### config.mk
export PLATFORM = sky130hd
export DESIGN_NAME = math_multiplier_booth_accumulator
export DESIGN_NICKNAME = d
export VERILOG_FILES = /design/src/rtl/math_acc_pkg.sv /design/src/rtl/math_acc_sign_extend.sv /design/src/rtl/math_multiplier_booth_accumulator.sv
export SDC_FILE = /design/constraint.sdc
export NUM_CORES = 1
export LEC_CHECK = 0
export BUFFER_PORTS_ARGS = -buffer_cell sky130_fd_sc_hd__buf_2
export CAP_MARGIN = 20
export CORE_UTILIZATION = 55
export CTS_BUF_LIST = sky130_fd_sc_hd__clkbuf_4 sky130_fd_sc_hd__clkbuf_8 sky130_fd_sc_hd__clkbuf_16
export CTS_CLUSTER_SIZE = 20
export DETAILED_ROUTE_END_ITERATION = 7
export PLACE_DENSITY = 0.79
export SLEW_MARGIN = 5
export SYNTH_ARGS = -nofsm -noshare
export SYNTH_HDL_FRONTEND = slang
export SYNTH_SLANG_ARGS = --single-unit
### constraint.sdc
create_clock -name i_clk -period 2.74 [get_ports i_clk]
set_input_delay 0.137 -clock i_clk [delete_from_list [all_inputs] [get_ports i_clk]]
set_output_delay 0.137 -clock i_clk [all_outputs]
set_load 0.005 [all_outputs]
### src/rtl/math_acc_pkg.sv
// ----------------------------------------------------------------------------
// math_acc_pkg
// Shared types and helpers for the signed accumulator blocks.
//   acc_state_t : two-state handshake FSM used by the accumulators
//   MAX_W       : widest accumulator that sat_add supports
//   sat_add     : width-generic signed add that returns {overflow, clamped sum}
// ----------------------------------------------------------------------------
package math_acc_pkg;

  typedef enum logic {ACC_ACCUM, ACC_DONE} acc_state_t;

  localparam int MAX_W = 64;

  // Adds two 'width'-bit two's complement values that sit in the low bits of
  // MAX_W-bit containers. Bit MAX_W of the result is the signed overflow flag.
  // The low MAX_W bits hold the sum, clamped to the most positive or most
  // negative 'width'-bit value when the add overflows. The sign bit is located
  // with masks rather than a variable bit-select so that any width up to MAX_W works.
  function automatic logic [MAX_W:0] sat_add(input logic [MAX_W-1:0] a,
                                             input logic [MAX_W-1:0] b,
                                             input int width);
    logic [MAX_W-1:0] mask;
    logic [MAX_W-1:0] signBit;
    logic [MAX_W-1:0] sum;
    logic [MAX_W-1:0] res;
    logic             sa;
    logic             sb;
    logic             ss;
    logic             ovf;
    mask    = (width >= MAX_W) ? '1 : ((MAX_W'(1) << width) - MAX_W'(1));
    signBit = mask ^ (mask >> 1);
    sum     = (a + b) & mask;
    sa      = |(a & signBit);
    sb      = |(b & signBit);
    ss      = |(sum & signBit);
    ovf     = (sa == sb) && (ss != sa);
    if (!ovf) begin
      res = sum;
    end else if (sa) begin
      res = signBit;
    end else begin
      res = mask >> 1;
    end
    return {ovf, res};
  endfunction

endpackage

### src/rtl/math_acc_sign_extend.sv
// ----------------------------------------------------------------------------
// math_acc_sign_extend
// Sign-extends an IN_W-bit two's complement value to OUT_W bits (OUT_W >= IN_W).
//   i_data : IN_W-bit signed input
//   o_data : OUT_W-bit sign-extended output
// ----------------------------------------------------------------------------
module math_acc_sign_extend #(
  parameter int IN_W  = 16,
  parameter int OUT_W = 24
) (
  input  logic [IN_W-1:0]  i_data,
  output logic [OUT_W-1:0] o_data
);

  // A zero-width replication is illegal, so the equal-width case is a plain copy.
  generate
    if (OUT_W > IN_W) begin : g_extend
      assign o_data = {{(OUT_W-IN_W){i_data[IN_W-1]}}, i_data};
    end else begin : g_copy
      assign o_data = i_data;
    end
  endgenerate

endmodule

### src/rtl/math_multiplier_booth_accumulator.sv
// ----------------------------------------------------------------------------
// math_multiplier_booth_accumulator
// Sums groups of signed 2*N-bit Booth products into an ACC_W-bit total and
// hands the result downstream with a valid/ready handshake.
//
// Ports
//   i_clk, i_rst_n : clock, asynchronous active-low reset
//   i_clear        : synchronous abort of the current group (highest priority)
//   i_product      : signed product, qualified by i_valid, last term by i_last
//   o_ready        : high while collecting terms (ACCUM state)
//   o_sum          : signed group total (registered)
//   o_count        : number of terms in the group, saturating at all-ones
//   o_overflow     : sticky signed-overflow flag for the group
//   o_valid/i_ready: result handshake (DONE state)
//
// Configuration
//   MATH_ACC_SATURATE_EN : when defined, the accumulator clamps on signed
//                          overflow instead of wrapping. Wrap is the default.
//   ACC_W must lie between 2*N and MAX_W (64).
// ----------------------------------------------------------------------------
module math_multiplier_booth_accumulator
  import math_acc_pkg::*;
#(
  parameter int N     = 8,
  parameter int ACC_W = 2*N+8,
  parameter int CNT_W = 8
) (
  input  logic             i_clk,
  input  logic             i_rst_n,
  input  logic             i_clear,
  input  logic [2*N-1:0]   i_product,
  input  logic             i_valid,
  input  logic             i_last,
  output logic             o_ready,
  output logic [ACC_W-1:0] o_sum,
  output logic [CNT_W-1:0] o_count,
  output logic             o_overflow,
  output logic             o_valid,
  input  logic             i_ready
);

  acc_state_t       state_q;
  logic [ACC_W-1:0] acc_q;
  logic [ACC_W-1:0] acc_d;
  logic [CNT_W-1:0] count_q;
  logic [CNT_W-1:0] count_d;
  logic             ovf_q;
  logic             ovf_d;
  logic [ACC_W-1:0] extProduct;
  logic             ovfBeat;

  math_acc_sign_extend #(
    .IN_W  (2*N),
    .OUT_W (ACC_W)
  ) u_sign_extend (
    .i_data (i_product),
    .o_data (extProduct)
  );

  // Overflow detection is shared by both builds; only the sum differs.
  assign ovfBeat = 1'(sat_add(MAX_W'(acc_q), MAX_W'(extProduct), ACC_W) >> MAX_W);

  // Values the registers take when a beat is accepted. The first beat of a
  // group loads rather than adds, so no clear cycle is needed between groups.
  always_comb begin
    acc_d   = acc_q;
    ovf_d   = ovf_q;
    count_d = (&count_q) ? count_q : count_q + CNT_W'(1);
    if (count_q == '0) begin
      acc_d = extProduct;
      ovf_d = 1'b0;
    end else begin
`ifdef MATH_ACC_SATURATE_EN
      acc_d = ACC_W'(sat_add(MAX_W'(acc_q), MAX_W'(extProduct), ACC_W));
`else
      acc_d = acc_q + extProduct;
`endif
      ovf_d = ovf_q | ovfBeat;
    end
  end

  // Group FSM. Clear beats everything and discards same-cycle beats and
  // handshakes. DONE ignores i_valid, so a result handshake never overlaps
  // with an input beat.
  always_ff @(posedge i_clk or negedge i_rst_n) begin
    if (!i_rst_n) begin
      state_q <= ACC_ACCUM;
      acc_q   <= '0;
      count_q <= '0;
      ovf_q   <= 1'b0;
    end else if (i_clear) begin
      state_q <= ACC_ACCUM;
      acc_q   <= '0;
      count_q <= '0;
      ovf_q   <= 1'b0;
    end else begin
      case (state_q)
        ACC_ACCUM: begin
          if (i_valid) begin
            acc_q   <= acc_d;
            count_q <= count_d;
            ovf_q   <= ovf_d;
            if (i_last) begin
              state_q <= ACC_DONE;
            end
          end
        end
        ACC_DONE: begin
          if (i_ready) begin
            state_q <= ACC_ACCUM;
            acc_q   <= '0;
            count_q <= '0;
            ovf_q   <= 1'b0;
          end
        end
        default: state_q <= ACC_ACCUM;
      endcase
    end
  end

  assign o_ready    = (state_q == ACC_ACCUM);
  assign o_valid    = (state_q == ACC_DONE);
  assign o_sum      = acc_q;
  assign o_count    = count_q;
  assign o_overflow = ovf_q;

endmodule

==> impl_metrics.env <==
export IMPL_via_per_inst=5.60
export IMPL_syn_instance_count=334
export IMPL_die_area_mm2=0.00523
export IMPL_grt_pass1_wl_mm=10.5
export IMPL_synth_edf_count=0
export IMPL_power_leakage_nw=1.64
export IMPL_finalClockSkew_ns=0.00934
export IMPL_status="completed"
export IMPL_finalPower_mw=1.69
export IMPL_hold_class="in -> reg"
export IMPL_slew_headroom_pct=48.5
export IMPL_drt_antenna_violating_nets=0
export IMPL_grt_max_degree=35
export IMPL_clk_latency_ns=0.29
export IMPL_ys_seq_area_share_pct=31.3
export IMPL_fin_crit_sh_pct=91.1
export IMPL_critPathBufInv=0
export IMPL_synth_main_ff_cell="dfrtp_1"
export IMPL_numCtsBuffers=5
export IMPL_ctsLongestPathBuffers=2
export IMPL_fin_crit_ns=2.50
export IMPL_port_buffers=56
export IMPL_cts_tree="yes"
export IMPL_slew_violations=0
export IMPL_cts_num_sinks=34
export IMPL_start_kind="register"
export IMPL_cp_max_fo=6
export IMPL_cts_root_buffer="clkbuf_8"
export IMPL_rsz0062_at_grt="no"
export IMPL_drt_iter0_markers=135
export IMPL_antenna_cells=0
export IMPL_yosysTopAreaCell="dfrtp_1"
export IMPL_num_vias=2575
export IMPL_required_ns=2.91
export IMPL_worstMarginPinSlew_ns=0.772
export IMPL_hold_viol=0
export IMPL_ys_warn_count=0
export IMPL_grt_total_usage_pct=25.5
export IMPL_clk_pin_slew_ns=0.08
export IMPL_synth_async_reset_ratio_pct=100
export IMPL_core_area_mm2=0.00475
export IMPL_netlist_top_cells_area="dfrtp_1 (31%), ha_1 (11%), o21ai_0 (6.6%), a21oi_1 (6.1%), nand2_1 (5.2%)"
export IMPL_synth_seq_cells=34
export IMPL_drive_gt1_share_pct=20.4
export IMPL_netlist_area_leader_share_pct=31.3
export IMPL_die_y_um=72.3
export IMPL_worst_path_largest_cell_delay_ns=0.40
export IMPL_drcViolationCount=0
export IMPL_nNetsFinal=440
export IMPL_die_w_um=72.3
export IMPL_antenna_found_initial=0
export IMPL_postSynthAreaPerCell_um2=8.14
export IMPL_ir_drop_mv=0.294
export IMPL_slowest_stage="dfrtp_1"
export IMPL_hpwl_mm=4.60
export IMPL_drt_total_wl_mm=6.36
export IMPL_gr_total_overflow=0
export IMPL_area_growth_pct=17.9
export IMPL_wire_per_inst_um=13.8
export IMPL_critical_path_arrival_ns=2.67
export IMPL_critPathTopFamily="compound AO/OA/AOI/OAI gates"
export IMPL_firstDrtPassIters=4
export IMPL_drv_cap=0
export IMPL_synth_nets=382
export IMPL_path_cells="ha_1 -> a211oi_2 -> o211ai_1 -> o22ai_2 -> o21ai_0 -> a311o_1 -> a21oi_1 -> o21ai_0"
export IMPL_globalplace_congestion=0.883
export IMPL_endpoint_kind="register"
export IMPL_synthDistinctLibCells=46
export IMPL_max_freq_mhz=401
export IMPL_setup_viol=0
export IMPL_worst_path_most_repeated_cell="o21ai_0"
export IMPL_grt_pass1_vias=2302
export IMPL_htreeDepth=2
export IMPL_power_density_mw_per_mm2=527
export IMPL_num_rows=25
export IMPL_io_pin_count=57
export IMPL_critPathKind="reg -> reg"
export IMPL_netlist_area_mm2=0.00272
export IMPL_tns_ns=0
export IMPL_start_util_pct=57.2
per-layer routing:
metal,part of all wire (%),vias to the layer above,GRT usage [%]
met5,0,-,0
met4,1.0,0,6.97
met3,3.9,6,4.86
met2,46,61,40.4
met1,49,1187,35.7
li1,-,1321,-
kinds of logic (layout without fill, tap and decap cells):
logic type	count (synthesis)	in the layout	share of synthesized area, %
AO/OA/AOI/OAI	117	117	27.3
buffers and inverters	27	86	3.73
flip-flops	34	34	31.3
adder cells (fa/ha/maj)	26	26	12.2
XOR/XNOR	21	21	6.76
multiplexers	4	4	1.47
AND/OR/NAND/NOR	105	105	17.2
power breakdown:
group / total (mW) / switching [mW] / internal (mW)
Clock: 0.445 / 0.191 / 0.254
Sequential: 0.597 / 0.0461 / 0.550
Combinational: 0.649 / 0.369 / 0.280
cell type report:
class                           instances  area, um2
Clock buffer                            8        110
Fill cell                             428       1550
Inverter                               17       63.8
Timing Repair Buffer                   61        320
Multi-Input combinational cell        273       1780
Tap cell                               67       83.8
Sequential cell                        34        851
per-stage QoR:
| stage | std cells | cell area [um2] | hold slack, ns | util, % | worst slack (ns) |
|---|---|---|---|---|---|
| after floorplan | 334 | 2720 | -0.159 | - | 0.461 |
| after global placement | 451 | 3080 | 0.265 | 64.7 | 0.279 |
| after detailed placement | 451 | 3080 | 0.261 | 64.7 | 0.127 |
| after CTS | 460 | 3200 | 0.0337 | 67.2 | 0.138 |
| after global routing | 460 | 3210 | 0.0502 | 67.4 | 0.0536 |
| final | 460 | 3210 | 0.0458 | 67.4 | 0.243 |
sequential cells by signal (all words and copies together), names as in the netlist:
signal	cells
o_count	8
o_overflow	1
o_sum	24
o_valid	1
worst reg2reg max path: stages (launching register included):
cell	delay [ns]
dfrtp_1	0.40
ha_1	0.37
a211oi_2	0.29
o211ai_1	0.14
o22ai_2	0.30
o21ai_0	0.22
a311o_1	0.39
a21oi_1	0.18
o21ai_0	0.10
synth_stat cells, types with 3 or more instances:
master and instances:
a31oi_1 3, nor2b_1 4, nor2_1 32, nor3_1 6, dfrtp_1 34, a22o_1 5, a21o_1 12, a21oi_1 33
xnor2_1 12, ha_1 25, mux2i_1 4, nand2_1 38, inv_1 17, nand3_1 13, o21ai_0 36, xor2_1 9
nand4_1 4, clkbuf_1 10, o21ai_1 4
path summary, 6_finish.rpt:
kind	slack [ns]	to	start	cells past startpoint
max in group asynchronous	1.78	o_sum[5]	i_rst_n	2
max	0.24	o_sum[15]	o_sum[8]	8
min reg2reg	0.51	o_sum[19]	o_sum[19]	2
min	0.05	o_valid	i_clear	2
max reg2reg	0.24	o_sum[15]	o_sum[8]	8
min in group asynchronous	0.46	o_sum[16]	i_rst_n	2
placed cells by master (no fill, tap or decap), types with 5 or more instances in the layout:
cell type,synthesis,final
dfrtp_1,34,34
o21ai_0,36,36
xor2_1,9,9
xnor2_1,12,12
nor2_1,32,32
clkbuf_8,0,8
a21o_1,12,12
a22o_1,5,5
nand2_1,38,38
a21oi_1,33,33
nand3_1,13,13
nor3_1,6,6
inv_1,17,17
buf_2,0,56
ha_1,25,25
timing repair:
item,in CTS,in global routing
endpoints found under the hold margin,34,0
endpoints found under the setup margin,0,2
hold buffers,1,0
gates resized for setup,0,2
setup buffers,0,0
Power figures use the tool's default switching activity.
